$ cat src/rtl/readout_sequencer.sv
// Channel readout sequencer: scans enabled channels, issuing load / shift-window / gap per channel.
// Optional completed-pass counter enabled with `define SEQ_FRAME_CNT_EN.
//
// state   | meaning
// --------+-----------------------------------------------------------
// S_IDLE  | waiting for an accepted READ_ALL / READ_ONE instruction
// S_LOAD  | one cycle, load_cnt_ser strobe for chan_sel
// S_SHIFT | SHIFT_LEN cycles of ser_shift_en
// S_GAP   | GAP_CYCLES quiet cycles, chan_sel held
// S_DONE  | one-cycle done pulse; repeats the pass when cont is set
module readout_sequencer #(
   parameter  int NUM_CH     = 8,
   parameter  int SHIFT_LEN  = 12,
   parameter  int GAP_CYCLES = 2,
   localparam int CW         = (NUM_CH > 1) ? $clog2(NUM_CH) : 1
) (
   input  logic              iclk,
   input  logic              rstn,
   input  logic              instr_valid,
   input  logic [7:0]        instruction,
   input  logic [NUM_CH-1:0] trigger_channel_mask,
   input  logic [7:0]        mode,
   output logic [CW-1:0]     chan_sel,
   output logic              load_cnt_ser,
   output logic              ser_shift_en,
   output logic              busy,
   output logic              done,
   output logic              cmd_rej,
   output logic [7:0]        frame_cnt
);

   localparam int CNT_W    = $clog2(SHIFT_LEN + GAP_CYCLES + 1);
   localparam int GAP_LOAD = (GAP_CYCLES > 0) ? GAP_CYCLES - 1 : 0;

   typedef enum logic [2:0] {S_IDLE, S_LOAD, S_SHIFT, S_GAP, S_DONE} state_t;

   state_t              state, state_nxt;
   logic [CW-1:0]       chan_q, chan_nxt;
   logic [NUM_CH-1:0]   rem_q, rem_nxt;
   logic [CNT_W-1:0]    cnt_q, cnt_nxt;
   logic                cont_q, cont_nxt;
   logic                rej_q, rej_nxt;

   logic [3:0]          opcode;
   logic [NUM_CH-1:0]   one_sel;
   logic                do_snap, adv;
   logic [NUM_CH-1:0]   snap_set;
   state_t              snap_empty_state;
   logic                unused_bits;

   assign opcode      = instruction[3:0];
   assign one_sel     = NUM_CH'(1) << instruction[6:4];
   assign unused_bits = &{1'b0, instruction[7], mode[7:1]};

   function automatic logic [CW-1:0] lowest(input logic [NUM_CH-1:0] v);
      lowest = '0;
      for (int i = NUM_CH - 1; i >= 0; i--) begin
         if (v[i]) lowest = CW'(i);
      end
   endfunction

   always_ff @(posedge iclk) begin
      if (!rstn) begin
         state  <= S_IDLE;
         chan_q <= '0;
         rem_q  <= '0;
         cnt_q  <= '0;
         cont_q <= 1'b0;
         rej_q  <= 1'b0;
      end else begin
         state  <= state_nxt;
         chan_q <= chan_nxt;
         rem_q  <= rem_nxt;
         cnt_q  <= cnt_nxt;
         cont_q <= cont_nxt;
         rej_q  <= rej_nxt;
      end
   end

   always_comb begin
      state_nxt        = state;
      chan_nxt         = chan_q;
      rem_nxt          = rem_q;
      cnt_nxt          = cnt_q;
      cont_nxt         = cont_q;
      rej_nxt          = 1'b0;
      do_snap          = 1'b0;
      adv              = 1'b0;
      snap_set         = '0;
      snap_empty_state = S_IDLE;

      case (state)
         S_IDLE: begin
            if (instr_valid) begin
               case (opcode)
                  4'h0, 4'h1: ;
                  4'h2: begin
                     do_snap          = 1'b1;
                     snap_set         = trigger_channel_mask;
                     snap_empty_state = S_DONE;
                  end
                  4'h3: begin
                     do_snap          = 1'b1;
                     snap_set         = one_sel;
                     snap_empty_state = S_DONE;
                  end
                  default: rej_nxt = 1'b1;
               endcase
            end
         end
         S_LOAD: begin
            rem_nxt   = rem_q & ~(NUM_CH'(1) << chan_q);
            cnt_nxt   = CNT_W'(SHIFT_LEN - 1);
            state_nxt = S_SHIFT;
         end
         S_SHIFT: begin
            if (cnt_q == '0) begin
               if (GAP_CYCLES > 0) begin
                  state_nxt = S_GAP;
                  cnt_nxt   = CNT_W'(GAP_LOAD);
               end else begin
                  adv = 1'b1;
               end
            end else begin
               cnt_nxt = cnt_q - 1'b1;
            end
         end
         S_GAP: begin
            if (cnt_q == '0) adv = 1'b1;
            else             cnt_nxt = cnt_q - 1'b1;
         end
         S_DONE: begin
            if (cont_q) begin
               do_snap          = 1'b1;
               snap_set         = trigger_channel_mask;
               snap_empty_state = S_IDLE;
            end else begin
               state_nxt = S_IDLE;
            end
         end
         default: state_nxt = S_IDLE;
      endcase

      // remaining set already excludes the channel just visited
      if (adv) begin
         if (|rem_q) begin
            state_nxt = S_LOAD;
            chan_nxt  = lowest(rem_q);
         end else begin
            state_nxt = S_DONE;
         end
      end

      if (do_snap) begin
         cont_nxt = mode[0];
         rem_nxt  = snap_set;
         if (|snap_set) begin
            state_nxt = S_LOAD;
            chan_nxt  = lowest(snap_set);
         end else begin
            state_nxt = snap_empty_state;
         end
      end

      if (state != S_IDLE && instr_valid) begin
         if (opcode == 4'h1)      state_nxt = S_IDLE;
         else if (opcode != 4'h0) rej_nxt   = 1'b1;
      end
   end

   assign chan_sel     = chan_q;
   assign load_cnt_ser = (state == S_LOAD);
   assign ser_shift_en = (state == S_SHIFT);
   assign busy         = (state == S_LOAD) || (state == S_SHIFT) || (state == S_GAP);
   assign done         = (state == S_DONE);
   assign cmd_rej      = rej_q;

`ifdef SEQ_FRAME_CNT_EN
   logic [7:0] frame_q;

   always_ff @(posedge iclk) begin
      if (!rstn)                frame_q <= '0;
      else if (state == S_DONE) frame_q <= frame_q + 8'd1;
   end

   assign frame_cnt = frame_q;
`else
   assign frame_cnt = '0;
`endif

endmodule

$ cat config.mk
export PLATFORM = sky130hd
export DESIGN_NAME = readout_sequencer
export DESIGN_NICKNAME = d
export VERILOG_FILES = /design/src/rtl/readout_sequencer.sv
export SDC_FILE = /design/constraint.sdc
export NUM_CORES = 1
export LEC_CHECK = 0
export BUFFER_PORTS_ARGS = -buffer_cell sky130_fd_sc_hd__buf_2
export CAP_MARGIN = 20
export CORE_ASPECT_RATIO = 1.25
export CORE_MARGIN = 2
export CORE_UTILIZATION = 35
export CTS_CLUSTER_SIZE = 8
export DETAILED_ROUTE_END_ITERATION = 6
export PLACE_DENSITY_LB_ADDON = 0.2
export SLEW_MARGIN = 20
export SYNTH_ARGS = -nofsm -noshare
export SYNTH_HDL_FRONTEND = slang
export SYNTH_SLANG_ARGS = --single-unit
export TNS_END_PERCENT = 30
$ cat constraint.sdc
create_clock -name iclk -period 4.75 [get_ports iclk]
set_clock_uncertainty 0.1 [all_clocks]
set_input_delay 0.95 -clock iclk [delete_from_list [all_inputs] [get_ports iclk]]
set_output_delay 0.95 -clock iclk [all_outputs]
set_load 0.01 [all_outputs]
Word level (Yosys, flattened, before mapping)
Index checks and enable logic that the tools add are counted.

operators by class
  add/sub/neg operators = 1
  multipliers = 0
  div/mod/pow operators = 0
  order comparisons = 0
  equal/unequal tests = 8
  shift operators = 2
  muxes and demuxes = 53
  bitwise logic cells = 2
  reductions and logical operators = 16

operators with widths
  cell                                                 number
  2-to-1 mux 3 bit                                     31
  2-to-1 mux 8 bit                                     4
  case mux 8 bit (2 select lines)                      2
  OR reduction 8 bit                                   2
  left shift 1 x 3 -> 8 bit, first input constant      2
  case mux 3 bit (4 select lines)                      1
  case mux 4 bit (3 select lines)                      1
  2-to-1 mux 1 bit                                     11
  AND 8 bit                                            1
  equality test 4 x 2 -> 1 bit, second input constant  2
  logical NOT 4 bit                                    2
  2-to-1 mux 4 bit                                     2
  inverter 8 bit                                       1
  equality test 3 x 2 -> 1 bit, second input constant  2
  nonzero test 3 bit                                   2
  equality test 4 x 1 -> 1 bit, second input constant  1
  nonzero test 4 bit                                   1
  OR reduction 2 bit                                   2
  OR reduction 4 bit                                   1
  subtractor 4 x 1 -> 4 bit, second input constant     1
  equality test 3 x 1 -> 1 bit, second input constant  1
  equality test 3 bit, second input constant           1
  logical NOT 3 bit                                    1
  logical OR 1 bit                                     2
  other kinds (5)                                      5

word-level totals
  register bits after elaboration = 20
  latch bits = 0
  memory bits (writable) = 0
  bits in read-only memories = 0
  input bits = 27
  logic and storage cells = 88
  memories = 0

Logic depth before layout (Yosys ltp)
  depth after elaboration = 14
  mapped depth = 9
  depth with buffers taken out = 8

Worst setup path after synthesis
OpenSTA, ideal clock, no wires.

  path kind = input port to flip-flop
  start point = input port trigger_channel_mask[5]
  end point = register state[2]
  setup time = 0.067 ns
  arrival = 2.344 ns
  data required time = 4.583 ns
  path slack = 2.239 ns
  stages on the path = 6
  path buffers = 0
  cells stage by stage = or4_4 > mux2_2 > a22o_1 > a21o_1 > nand2b_4 > a21oi_2

on the way
  cells in the longest elaborated chain, start to end = 8
  elaborated cells between the ends (all ways) = 9
  those cells by class = 8 x mux; 1 x reduce/logical

RTL lines
  element                              line  RTL
  from (decl)                          21    input logic [NUM_CH-1:0] trigger_channel_mask,
  case mux 8 bit (2 select lines)      95    case (opcode)
  2-to-1 mux 8 bit                     94    if (instr_valid) begin
  case mux 8 bit (2 select lines) (*)  92    case (state)
  OR reduction 8 bit (*)               157   if (|snap_set) begin
  2-to-1 mux 3 bit (*)                 157
  2-to-1 mux 3 bit (*)                 154   if (do_snap) begin
  2-to-1 mux 3 bit                     166   if (opcode == 4'h1) state_nxt = S_IDLE;
  2-to-1 mux 3 bit (*)                 165   if (state != S_IDLE && instr_valid) begin
  to (signal assigned)                 71    state <= state_nxt;
  to (decl)                            37    state_t state, state_nxt;

Every way passes the cells marked *; elsewhere a longest branch is shown, timed or not.
A chain may end at the register's enable or synchronous reset.

Final worst setup path
  start point = register state[0]
  end point = output port load_cnt_ser

on the way
  cells in the longest elaborated chain, start to end = 1

RTL lines
  element                       line  RTL
  equality test 3 x 1 -> 1 bit  172   assign load_cnt_ser = (state == S_LOAD);
  to (decl)                     24    output logic load_cnt_ser,

No other way between the ends.

==> impl_metrics.toml <==
[synth]
yosys_warnings = 0
ys_ff_latch = 20
synthArstFlopShare = 0
synthTopCellsByArea = "dfxtp_1 28%, a21oi_1 6.2%, o21ai_0 4.5%"
synth-edff-count = 0
synth_top_area_cell = "dfxtp_1"
ys.flop_type = "dfxtp_1"
ys_seq_area_frac = 0.277
avgSynthCellArea_um2 = 7.89
yosys.area.top_type_share = 0.277
synth_area_mm2 = 0.00144
synthCells = 183
synthDistinctLibCells = 54

[routing]
via_per_inst = 5.52
wl_um = 3670
first_iter_violations = 47
post_drt_wl_per_cell_um = 14.1
ant_nets = 0
drcViolationCount = 0
via_count = 1442
dr.pass1.iters = 4

[power_and_ir_drop]
p_leak_nw = 0.637
irDropWorstVdd_mv = 0.187
power.total_mw = 0.443
power_density_mw_per_mm2 = 273

[final_layout]
stdcell_count = 261
n_antenna_cell = 0
final_nets = 234
utilization = 0.402
final_cell_mix = "26 x buf_2, 20 x dfxtp_1, 18 x a21oi_1"
drive_above_1_share = 0.205
regArea_um2 = 400
stdcell_area_mm2 = 0.00162
multi_input_area_um2 = 917
fillCellCount = 457
syn2layout_area_growth_pct = 12.4
final_common_cell = "buf_2"

[sta]
hold_ws_ns = 0.385
final_max_slew_viol_count = 0
finalHoldViolCount = 0
max_slew.worst_pin.slew_ns = 0.653
final-setup-viol-count = 0
setup_ws_ns = 2.26
relSlewSlack = 0.562
finalCritPeriodShare = 0.523
setup_tns_ns = 0
rsz0062_at_grt = "false"
fmax_ghz = 0.402
min_period_ns = 2.49

[critical_path]
reg2reg_to = "chan_sel[1]"
crit_type = "flop to output pin"
r2r_cells = 8
endpoint = "load_cnt_ser"
setup.worst_path.start = "state[0]"
cp_max_fo = 11
start_kind = "flop"
critPathArrivalTime_ns = 1.44
worst_ep_required_time_ns = 3.70
rr_startpoint = "cnt_q[0]"
ff2ff_setup_slack_ns = 2.39
cp-end-kind = "output pin"

[global_routing]
grt_max_degree = 16
grt.overflow.total = 0
track_usage = 0.176
antenna_found_initial = 0
grt_pass1_vias = 1307
grt_pass1_wl_um = 6200

[run_status]
status = "complete, no violations"

[clock_tree]
h-tree-depth = 1
ctsResizeCount = 0
cts_tree = "done"
clk_latency_ns = 0.26
cts_made_buffers = 3
cts_hold_buf = 0
cts-root-buf = "clkbuf_8"
clockBufferDepth = 2
cts.clk_slew.worst_paths_ns = 0.07
postCtsSetupBuffers = 0
cts_sinks = 20

[place]
pre_cts_ws_ns = 2.02
dp_hpwl_um = 2850
place_area_mm2 = 0.00155
io_buffers = 26
place_inst = 257
gp_congestion = 0.869

[floorplan]
start_util = 0.358
io-pin-count = 43
die_y_um = 75.8
die-width_um = 61.5
rows = 26
core_area_mm2 = 0.00403
dieArea_mm2 = 0.00466

[run]
maxCapViolations = 0

[hold_path]
min_path_type = "flop to flop"
cells by family (layout without fill, tap and decap cells):
kind of cell             Yosys count  in the layout  share of synthesized area
AND/OR/NAND/NOR                   69             69                      0.294
AO/OA/AOI/OAI                     64             64                      0.283
buffers and inverters             24             39                      0.106
flip-flops                        20             20                      0.277
multiplexers                       4              4                     0.0286
adder cells (fa/ha/maj)            1              1                    0.00866
other                              1              8                    0.00260
routing by layer:
layer / share of wire / track usage / vias to the layer above
met3: 0.035 / 0.0255 / 6
met2: 0.50 / 0.294 / 39
met1: 0.44 / 0.234 / 683
met4: 0.015 / 0.0520 / 0
li1: - / - / 714
met5: 0 / 0 / -
power by group:
group | internal, mW | leakage [nW] | switching [mW]
combinational | 0.0359 | 0.439 | 0.0492
clock | 0.112 | 0.0357 | 0.0593
sequential | 0.175 | 0.162 | 0.0105
total | 0.324 | 0.637 | 0.119
layout make-up:
| class | count | share of cell area |
|---|---|---|
| Multi-Input combinational cell | 146 | 0.565 |
| Sequential cell | 20 | 0.247 |
| Timing Repair Buffer | 26 | 0.0802 |
| Tap cell | 56 | 0.0432 |
| Clock buffer | 3 | 0.0254 |
| Inverter | 9 | 0.0208 |
| Clock inverter | 1 | 0.0185 |
synthesized netlist by cell type, drive strengths merged, types with 4 or more instances:
cell type and n:
o21ai 14, nand2b 4, a31oi 6, clkbuf 4
nor3 5, buf 11, nor2b 5, nand4 5
inv 9, or4 5, a21oi 19, dfxtp 20
nand2 13, o211ai 6, nor2 14
sequential cells by signal, summed over array words and instances (netlist names):
register,count
chan_sel,3
cmd_rej,1
cnt_q,4
cont_q,1
rem_q,8
state,3
worst max-delay path, stage by stage (launching register included):
cell and delay (ns):
dfxtp_1 0.55, nor3b_1 0.42, buf_2 0.21
how the worst min path moves through the flow:
stage / start / to / depth (start not counted)
2_1_floorplan: cont_q / cont_q / 2
3_3_place_gp: cont_q / cont_q / 2
3_5_place_dp: cont_q / cont_q / 2
4_1_cts: cont_q / cont_q / 2
5_1_grt: cont_q / cont_q / 2
6_report: cont_q / cont_q / 2
Note: power is estimated with default switching activity, not from simulation.
